--- src/rtl/pcs_transmit_pkg.sv ---
// Shared 1000BASE-X PCS transmit constants: special octets, their code groups
// in both running-disparity columns, FSM state encodings and the symbol payload.
package pcs_transmit_pkg;

  localparam int unsigned OCTET_W = 8;
  localparam int unsigned CODE_W  = 10;
  localparam int unsigned STATE_W = 6;

  // Octet values (HGF_EDCBA) of the symbols the transmitter inserts itself
  localparam logic [OCTET_W-1:0] OCT_K28_5 = 8'hBC;
  localparam logic [OCTET_W-1:0] OCT_K27_7 = 8'hFB;
  localparam logic [OCTET_W-1:0] OCT_K29_7 = 8'hFD;
  localparam logic [OCTET_W-1:0] OCT_K23_7 = 8'hF7;
  localparam logic [OCTET_W-1:0] OCT_D5_6  = 8'hC5;
  localparam logic [OCTET_W-1:0] OCT_D16_2 = 8'h50;

  // Code groups abcdeifghj, index 0 = RD-, index 1 = RD+
  localparam logic [CODE_W-1:0] K28_5_CODE [2] = '{10'b0011111010, 10'b1100000101};
  localparam logic [CODE_W-1:0] K27_7_CODE [2] = '{10'b1101101000, 10'b0010010111};
  localparam logic [CODE_W-1:0] K29_7_CODE [2] = '{10'b1011101000, 10'b0100010111};
  localparam logic [CODE_W-1:0] K23_7_CODE [2] = '{10'b1110101000, 10'b0001010111};
  localparam logic [CODE_W-1:0] D5_6_CODE  [2] = '{10'b1010010110, 10'b1010010110};
  localparam logic [CODE_W-1:0] D16_2_CODE [2] = '{10'b0110110101, 10'b1001000101};

  // State names the class of code group currently on the output
  typedef enum logic [STATE_W-1:0] {
    ST_IDLE   = 6'b000001,
    ST_SOP    = 6'b000010,
    ST_DATA   = 6'b000100,
    ST_EOP    = 6'b001000,
    ST_END_R  = 6'b010000,
    ST_END_R2 = 6'b100000
  } tx_state_e;

  typedef struct packed {
    logic                is_k;
    logic [OCTET_W-1:0]  octet;
  } pcs_sym_t;

  function automatic pcs_sym_t mk_sym(input logic is_k, input logic [OCTET_W-1:0] octet);
    pcs_sym_t s;
    s.is_k  = is_k;
    s.octet = octet;
    return s;
  endfunction

endpackage

--- src/rtl/encoder_8b10b.sv ---
// Combinational 8b/10b encoder: 5b/6b and 3b/4b sub-blocks with running
// disparity, D.x.7 alternate (A7) selection and the K28/Kx.7 control set.
module encoder_8b10b
  import pcs_transmit_pkg::*;
(
  input  logic [OCTET_W-1:0] data,
  input  logic               is_k,
  input  logic               rd_in,
  output logic [CODE_W-1:0]  code,
  output logic               rd_out
);

  logic [4:0] x;
  logic [2:0] y;
  logic [5:0] six_n;
  logic [5:0] six;
  logic [3:0] four_n;
  logic [3:0] four;
  logic       six_unbal;
  logic       four_unbal;
  logic       rd_mid;
  logic       alt7;

  assign x = data[4:0];
  assign y = data[7:5];

  // abcdei in the RD- column
  always_comb begin
    six_n = 6'b000000;
    case (x)
      5'd0:  six_n = 6'b100111;  5'd1:  six_n = 6'b011101;
      5'd2:  six_n = 6'b101101;  5'd3:  six_n = 6'b110001;
      5'd4:  six_n = 6'b110101;  5'd5:  six_n = 6'b101001;
      5'd6:  six_n = 6'b011001;  5'd7:  six_n = 6'b111000;
      5'd8:  six_n = 6'b111001;  5'd9:  six_n = 6'b100101;
      5'd10: six_n = 6'b010101;  5'd11: six_n = 6'b110100;
      5'd12: six_n = 6'b001101;  5'd13: six_n = 6'b101100;
      5'd14: six_n = 6'b011100;  5'd15: six_n = 6'b010111;
      5'd16: six_n = 6'b011011;  5'd17: six_n = 6'b100011;
      5'd18: six_n = 6'b010011;  5'd19: six_n = 6'b110010;
      5'd20: six_n = 6'b001011;  5'd21: six_n = 6'b101010;
      5'd22: six_n = 6'b011010;  5'd23: six_n = 6'b111010;
      5'd24: six_n = 6'b110011;  5'd25: six_n = 6'b100110;
      5'd26: six_n = 6'b010110;  5'd27: six_n = 6'b110110;
      5'd28: six_n = 6'b001110;  5'd29: six_n = 6'b101110;
      5'd30: six_n = 6'b011110;  5'd31: six_n = 6'b101011;
      default: six_n = 6'b000000;
    endcase
    if (is_k && (x == 5'd28)) six_n = 6'b001111;
  end

  assign six_unbal = ($countones(six_n) != 3);
  // D.7 is balanced but still has distinct RD columns
  assign six    = (rd_in && (six_unbal || (!is_k && (x == 5'd7)))) ? ~six_n : six_n;
  assign rd_mid = six_unbal ? ~rd_in : rd_in;

  // A7 avoids a run of five identical bits across the sub-block boundary
  assign alt7 = rd_mid ? ((x == 5'd11) || (x == 5'd13) || (x == 5'd14))
                       : ((x == 5'd17) || (x == 5'd18) || (x == 5'd20));

  // fghj in the RD- column (RD taken after the 6b sub-block)
  always_comb begin
    four_n = 4'b0000;
    if (is_k) begin
      case (y)
        3'd0: four_n = 4'b1011;  3'd1: four_n = 4'b0110;
        3'd2: four_n = 4'b1010;  3'd3: four_n = 4'b1100;
        3'd4: four_n = 4'b1101;  3'd5: four_n = 4'b0101;
        3'd6: four_n = 4'b1001;  3'd7: four_n = 4'b0111;
        default: four_n = 4'b0000;
      endcase
    end else begin
      case (y)
        3'd0: four_n = 4'b1011;  3'd1: four_n = 4'b1001;
        3'd2: four_n = 4'b0101;  3'd3: four_n = 4'b1100;
        3'd4: four_n = 4'b1101;  3'd5: four_n = 4'b1010;
        3'd6: four_n = 4'b0110;  3'd7: four_n = alt7 ? 4'b0111 : 4'b1110;
        default: four_n = 4'b0000;
      endcase
    end
  end

  assign four_unbal = ($countones(four_n) != 2);
  assign four   = (rd_mid && (four_unbal || is_k || (y == 3'd3))) ? ~four_n : four_n;
  assign code   = {six, four};
  assign rd_out = four_unbal ? ~rd_mid : rd_mid;

endmodule

--- src/rtl/pcs_transmit.sv ---
// 1000BASE-X PCS transmit: frames GMII octets with /S/ /T/ /R/, fills gaps
// with /I1/ /I2/ idles and registers one 8b/10b code group per cycle.
module pcs_transmit
  import pcs_transmit_pkg::*;
(
  input  logic               CLK,
  input  logic               RESET,
  input  logic               xmit,
  input  logic               TX_EN,
  input  logic [OCTET_W-1:0] TXD,
  output logic [CODE_W-1:0]  tx_code_group,
  output logic               TX_EVEN,
  output logic               transmitting
);

  tx_state_e         state;
  tx_state_e         state_nxt;
  logic              rd;          // 1 = positive running disparity
  logic              next_even;   // parity of the slot produced at the next edge
  logic              idle_i1;     // RD was positive when the current idle set began
  pcs_sym_t          sym_c;
  logic              active_c;
  logic              idle_start_c;
  logic              idle_path_c;
  logic [CODE_W-1:0] enc_code;
  logic              enc_rd;

  encoder_8b10b u_enc (
    .data   (sym_c.octet),
    .is_k   (sym_c.is_k),
    .rd_in  (rd),
    .code   (enc_code),
    .rd_out (enc_rd)
  );

  // Next-state and symbol selection for the slot produced at the coming edge
  always_comb begin
    state_nxt    = state;
    sym_c        = mk_sym(1'b1, OCT_K28_5);
    active_c     = 1'b0;
    idle_start_c = 1'b0;
    idle_path_c  = 1'b0;
    case (state)
      ST_SOP, ST_DATA: begin
        active_c = 1'b1;
        if (TX_EN) begin
          sym_c     = mk_sym(1'b0, TXD);
          state_nxt = ST_DATA;
        end else begin
          sym_c     = mk_sym(1'b1, OCT_K29_7);
          state_nxt = ST_EOP;
        end
      end
      ST_EOP: begin
        active_c  = 1'b1;
        sym_c     = mk_sym(1'b1, OCT_K23_7);
        state_nxt = ST_END_R;
      end
      ST_END_R: begin
        // an /R/ on an even slot needs a partner so idles restart even
        if (TX_EVEN) begin
          active_c  = 1'b1;
          sym_c     = mk_sym(1'b1, OCT_K23_7);
          state_nxt = ST_END_R2;
        end else begin
          idle_path_c = 1'b1;
        end
      end
      default: idle_path_c = 1'b1;
    endcase

    if (idle_path_c) begin
      state_nxt = ST_IDLE;
      if (next_even) begin
        if (xmit && TX_EN) begin
          active_c  = 1'b1;
          sym_c     = mk_sym(1'b1, OCT_K27_7);
          state_nxt = ST_SOP;
        end else begin
          idle_start_c = 1'b1;
        end
      end else begin
        sym_c = mk_sym(1'b0, idle_i1 ? OCT_D5_6 : OCT_D16_2);
      end
    end
  end

  // State, disparity, slot parity and output registers
  always_ff @(posedge CLK) begin
    if (RESET) begin
      state         <= ST_IDLE;
      rd            <= 1'b0;
      next_even     <= 1'b1;
      idle_i1       <= 1'b0;
      tx_code_group <= '0;
      TX_EVEN       <= 1'b0;
      transmitting  <= 1'b0;
    end else begin
      state         <= state_nxt;
      rd            <= enc_rd;
      next_even     <= ~next_even;
      TX_EVEN       <= next_even;
      tx_code_group <= enc_code;
      transmitting  <= active_c;
      if (idle_start_c) idle_i1 <= rd;
    end
  end

endmodule

--- config.mk ---
export PLATFORM = sky130hd
export DESIGN_NAME = pcs_transmit
export DESIGN_NICKNAME = d
export VERILOG_FILES = /design/src/rtl/pcs_transmit_pkg.sv /design/src/rtl/encoder_8b10b.sv /design/src/rtl/pcs_transmit.sv
export SDC_FILE = /design/constraint.sdc
export NUM_CORES = 1
export LEC_CHECK = 0
export ABC_AREA = 1
export CORE_UTILIZATION = 55
export CTS_BUF_LIST = sky130_fd_sc_hd__clkbuf_4
export CTS_CLUSTER_DIAMETER = 30
export DETAILED_ROUTE_END_ITERATION = 16
export HOLD_SLACK_MARGIN = 0.08
export PLACE_DENSITY = 0.8
export SYNTH_ARGS = -nofsm -noshare
export SYNTH_HDL_FRONTEND = slang
export SYNTH_HIERARCHICAL = 1
export SYNTH_SLANG_ARGS = --single-unit
--- constraint.sdc ---
create_clock -name CLK -period 21.1 [get_ports CLK]
set_input_delay 4.22 -clock CLK [delete_from_list [all_inputs] [get_ports CLK]]
set_output_delay 4.22 -clock CLK [all_outputs]
set_load 0.01 [all_outputs]
Yosys cells after proc, flatten, opt, wreduce, memory -nomap -nowiden --
Memory sizes are Yosys's and may differ from the RTL's. Cells that the tools add are included.
Word-level totals: input port bits 12, output and inout port bits 12, memories 2, memory bits (writable) 0, latch bits 0, logic and storage cells 94, memory bits (read-only) 224, register bits after elaboration 21
Memory list:
- (name not given) | words 32, bits a word 6, read ports 1, clocked after Yosys merged registers in 0, write ports 0, RTL line encoder_8b10b.sv:30 | case (x)
- (name not given) | words 8, bits a word 4, read ports 1, clocked after Yosys merged registers in 0, write ports 0, RTL line encoder_8b10b.sv:65 | case (y)
Cells by class: magnitude comparators 0, shift-type cells 0, bitwise operators 5, reductions and logical operators 18, div/mod/pow operators 0, add/subtract/negate cells 8, mux-type cells 32, equality and inequality tests 22, $mul 0
Operators by type and width (count):
- $add A32 B32 Y32 | 3
- $ne A32 B3 Y1 const B | 2
- $mux W9 | 4
- $pmux W4 S8 | 1
- $pmux W9 S3 | 1
- $mux W6 | 4
- $eq A5 B5 Y1 const B | 4
- $pmux W6 S3 | 1
- $mux W4 | 4
- $eq A5 B4 Y1 const B | 3
- $eq A3 B3 Y1 const B | 4
- $mux W1 | 11
- $add A1 B1 Y2 | 5
- $mux W8 | 1
- $logic_or A1 B1 Y1 | 7
- $mux W7 | 1
- $eq A3 B2 Y1 const B | 2
- $eq A6 B2 Y1 const B | 1
- $eq A6 B3 Y1 const B | 1
- $eq A6 B4 Y1 const B | 1
- $eq A6 B5 Y1 const B | 1
- $not A6 Y6 | 1
- $eq A5 B3 Y1 const B | 1
- $logic_and A1 B1 Y1 | 5
- 12 further kinds | 16

Depth between registers and ports, before layout --
word-level depth 25, depth in mapped cells 46, gate-level depth less buffers 46

Cells and area by module --
Netlist, hierarchy kept.
By module, submodules not included:
- encoder_8b10b | area an instance 932.1 um2, cells an instance 156, times used 1
- pcs_transmit | area an instance 868.3 um2, cells an instance 116, times used 1

Least setup slack after synthesis --
Ideal clock, no wire load.
kind input to register, start point input TX_EN, end point register tx_code_group[0], arrival time 9472 ps, path slack 11501 ps, setup time 128 ps, stages 39, data required time 20972 ps, path through inv_1 -> o21ai_0 -> nand3_1 -> nand2_1 -> inv_1 -> inv_1 -> ha_1 -> nand2_1 -> inv_2 -> nand3_1 -> nand3_1 -> inv_1 -> fa_1 -> inv_1 -> fa_1 -> ha_1 -> inv_1 -> fa_1 -> [... 3 more ...] -> nand2_1 -> nand2_1 -> nand2_1 -> o21bai_1 -> nand2_1 -> nand2_1 -> inv_1 -> fa_1 -> ha_1 -> ha_1 -> nor3b_1 -> nand3_1 -> nand2_1 -> inv_1 -> nand2_1 -> nand2_1 -> inv_1 -> nor2_1
RTL lines:
- start, declared | RTL line pcs_transmit.sv:9 | input logic TX_EN,
- end signal, assigned | RTL line pcs_transmit.sv:103 | tx_code_group <= enc_code;
- end, declared | RTL line pcs_transmit.sv:11 | output logic [CODE_W-1:0] tx_code_group,

==> impl_metrics.tcl <==
set metrics [dict create \
    finalSetupViolCount 0 \
    post_cts_buffers 0 \
    cts_resized 0 \
    max-clock-path-buffers 2 \
    wl_per_cell_um 10.3 \
    yosys_warnings 6 \
    arrival_ns 10.94 \
    critPathKind "input port to register" \
    syn_avg_cell_area_um2 6.62 \
    critical-path-top-delay-family "adder cells" \
    cts_root_buffer "clkbuf_4" \
    grt_max_degree 19 \
    nFillCells 293 \
    synth_seq_cells 21 \
    grt_pass1_vias 1450 \
    mappedNetlistNets 299 \
    multi_input_area_um2 1100 \
    syn-cell-area_um2 1800 \
    synth_cell_types 36 \
    postRouteAntennaNets 0 \
    first_iter_violations 72 \
    area_growth_syn_to_layout_pct 15.4 \
    grt_overflow_total 0 \
    vias 1643 \
    hold_class "register to register" \
    vias_per_cell 4.86 \
    dp_hpwl_um 2860 \
    syn-instance-count 272 \
    finalWirelength_um 3470 \
    drcViolationCount 0 \
    pre_cts_ws_ns 10.07 \
    crit_path_top_delay_cell "a21oi_1" \
    io_buffers 23 \
    grt_pass1_wl_um 6000 \
    p_leak_nw 1.07 \
    fmax_ghz 0.0929 \
    numCtsBuffers 3 \
    firstDrtPassIters 4 \
    ys_seq_area_share_pct 23.3 \
    slew_headroom_pct 29.0 \
    setup_tns_ns 0 \
    peakVddDrop_v 0.0000379 \
    power_mw 0.181 \
    maxCapViolCount 0 \
    finalHoldViolCount 0 \
    placed_cells 334 \
    dieArea_um2 3510 \
    track_usage_pct 22.0 \
    place_congestion 0.916 \
    clk_pin_slew_ns 0.10 \
    drive_above_1_share_pct 10.9 \
    cp.required_ns 21.28 \
    worst_slack_ns 10.33 \
    rsz0062_at_grt "false" \
    finalNonFillerCells 338 \
    slew_viol_final 0 \
    cp-start-kind "input port" \
    finClkSkew_ns 0.000866 \
    final.min_clock_period_ns 10.77 \
    timing.final.crit_share_pct 51.0 \
    cts_num_sinks 21 \
    cp_max_fo 9 \
    start_util_pct 58.5 \
    crit_top_cell "nand2_1" \
    cts_max_level 1 \
    p_per_area_nw_per_um2 87.0 \
    path_buf_inv 10 \
    finalNetCount 322 \
    timing.critical_path.slowest_cell_delay_ns 0.85 \
    cts_tree "built" \
    fp.dieW_um 59.2 \
    insertion_delay_ns 0.29 \
    seq_area_um2 420 \
    end_kind "register" \
    antenna_found_initial 0 \
    status "completed" \
    rows 20 \
    antenna_cells 0 \
    die_h_um 59.2 \
    ioPinCount 24 \
    cts_hold_buf 0 \
    core_um2 3080 \
    tightest_slew_ns 1.06 \
]
## path summary, 6_finish.rpt
kind                 start                to  slack, ns  cells past startpoint
setup / recovery     TX_EN  tx_code_group[3]      10.33                     36
hold / removal    state[3]          state[4]       0.54                      2
setup reg to reg  state[1]  tx_code_group[3]      13.99                     40
hold reg to reg   state[3]          state[4]       0.54                      2
## cells by family (layout without fill, tap and decap cells)
family                   after synthesis  count (layout)  synth area share, %
adder cells (fa/ha/maj)               15              15                 12.1
flip-flops                            21              21                 23.3
buffers and inverters                 68              90                 15.4
AO/OA/AOI/OAI                         24              24                 8.34
AND/OR/NAND/NOR                      135             135                 36.5
XOR/XNOR                               9               9                 4.38
## layout by cell type (no fill, tap or decap), types with 2 or more instances in the layout
| master | n |
|---|---|
| nand3_1 | 24 |
| nor3_1 | 3 |
| clkdlybuf4s50_1 | 23 |
| nand4_2 | 2 |
| clkbuf_4 | 4 |
| fa_1 | 4 |
| o22ai_1 | 3 |
| inv_2 | 5 |
| ha_1 | 11 |
| xnor2_1 | 5 |
| nor2_4 | 4 |
| nand2_2 | 4 |
| inv_1 | 57 |
| dfxtp_1 | 21 |
| o21ai_0 | 8 |
| a21oi_1 | 2 |
| nand4_1 | 3 |
| xor2_1 | 4 |
| nand2_1 | 49 |
| nor2_1 | 35 |
| nor2_2 | 6 |
| o21ai_1 | 4 |
## cell type report
| type | instances | area share (%) |
|---|---|---|
| tap | 44 | 2.65 |
| clock buffer | 4 | 1.44 |
| sequential | 21 | 20.2 |
| timing repair buffer | 23 | 11.1 |
| multi-input combinational | 183 | 53.1 |
| inverter | 63 | 11.5 |
## flip-flops by register name, indices dropped and copies added (netlist names)
name           count
TX_EVEN            1
idle_i1            1
next_even          1
rd                 1
state              6
transmitting       1
tx_code_group     10
## per-stage QoR
stage	utilization [%]	area, um^2	hold WS, ns
2_1_floorplan	-	1800	0.489
3_5_place_dp	66.5	2050	0.523
5_1_grt	67.5	2080	0.567
4_1_cts	67.5	2080	0.538
3_3_place_gp	66.5	2050	0.505
6_report	67.5	2080	0.536
## report_power, final
part | total [mW] | switching, mW | internal, mW
Sequential | 0.0516 | 0.00292 | 0.0487
Combinational | 0.110 | 0.0610 | 0.0485
Clock | 0.0196 | 0.0110 | 0.00865
## synthesized netlist by cell type, drive strengths merged
cell type | n | share of area (%)
nor2 | 46 | 13
dfxtp | 21 | 23
nor3b | 1 | 0.42
o21ai | 13 | 3.8
o211ai | 2 | 1.1
clkbuf | 2 | 0.42
nand4 | 5 | 2.4
a211oi | 1 | 0.42
o21bai | 1 | 0.42
buf | 3 | 1.7
inv | 63 | 13
nand2 | 54 | 12
or2 | 1 | 0.35
o22ai | 3 | 1.0
a21oi | 3 | 1.0
nor3 | 4 | 1.4
nand3 | 24 | 6.7
fa | 4 | 4.4
o221ai | 1 | 0.49
ha | 11 | 7.6
xor2 | 4 | 1.9
xnor2 | 5 | 2.4
## worst min-delay path: stages, from the launching register on
cell and delay [ns]:
dfxtp_1 0.34, nand2_1 0.10, nor3_1 0.05
## layer usage
metal | part of all wire (%) | vias up | GRT usage, %
li1 | - | 876 | -
met1 | 46 | 705 | 29.1
met2 | 47 | 58 | 37.7
met3 | 6.1 | 4 | 2.18
met4 | 1.1 | 0 | 6.12
met5 | 0 | - | 0
Note: power is estimated with default switching activity, not from simulation.
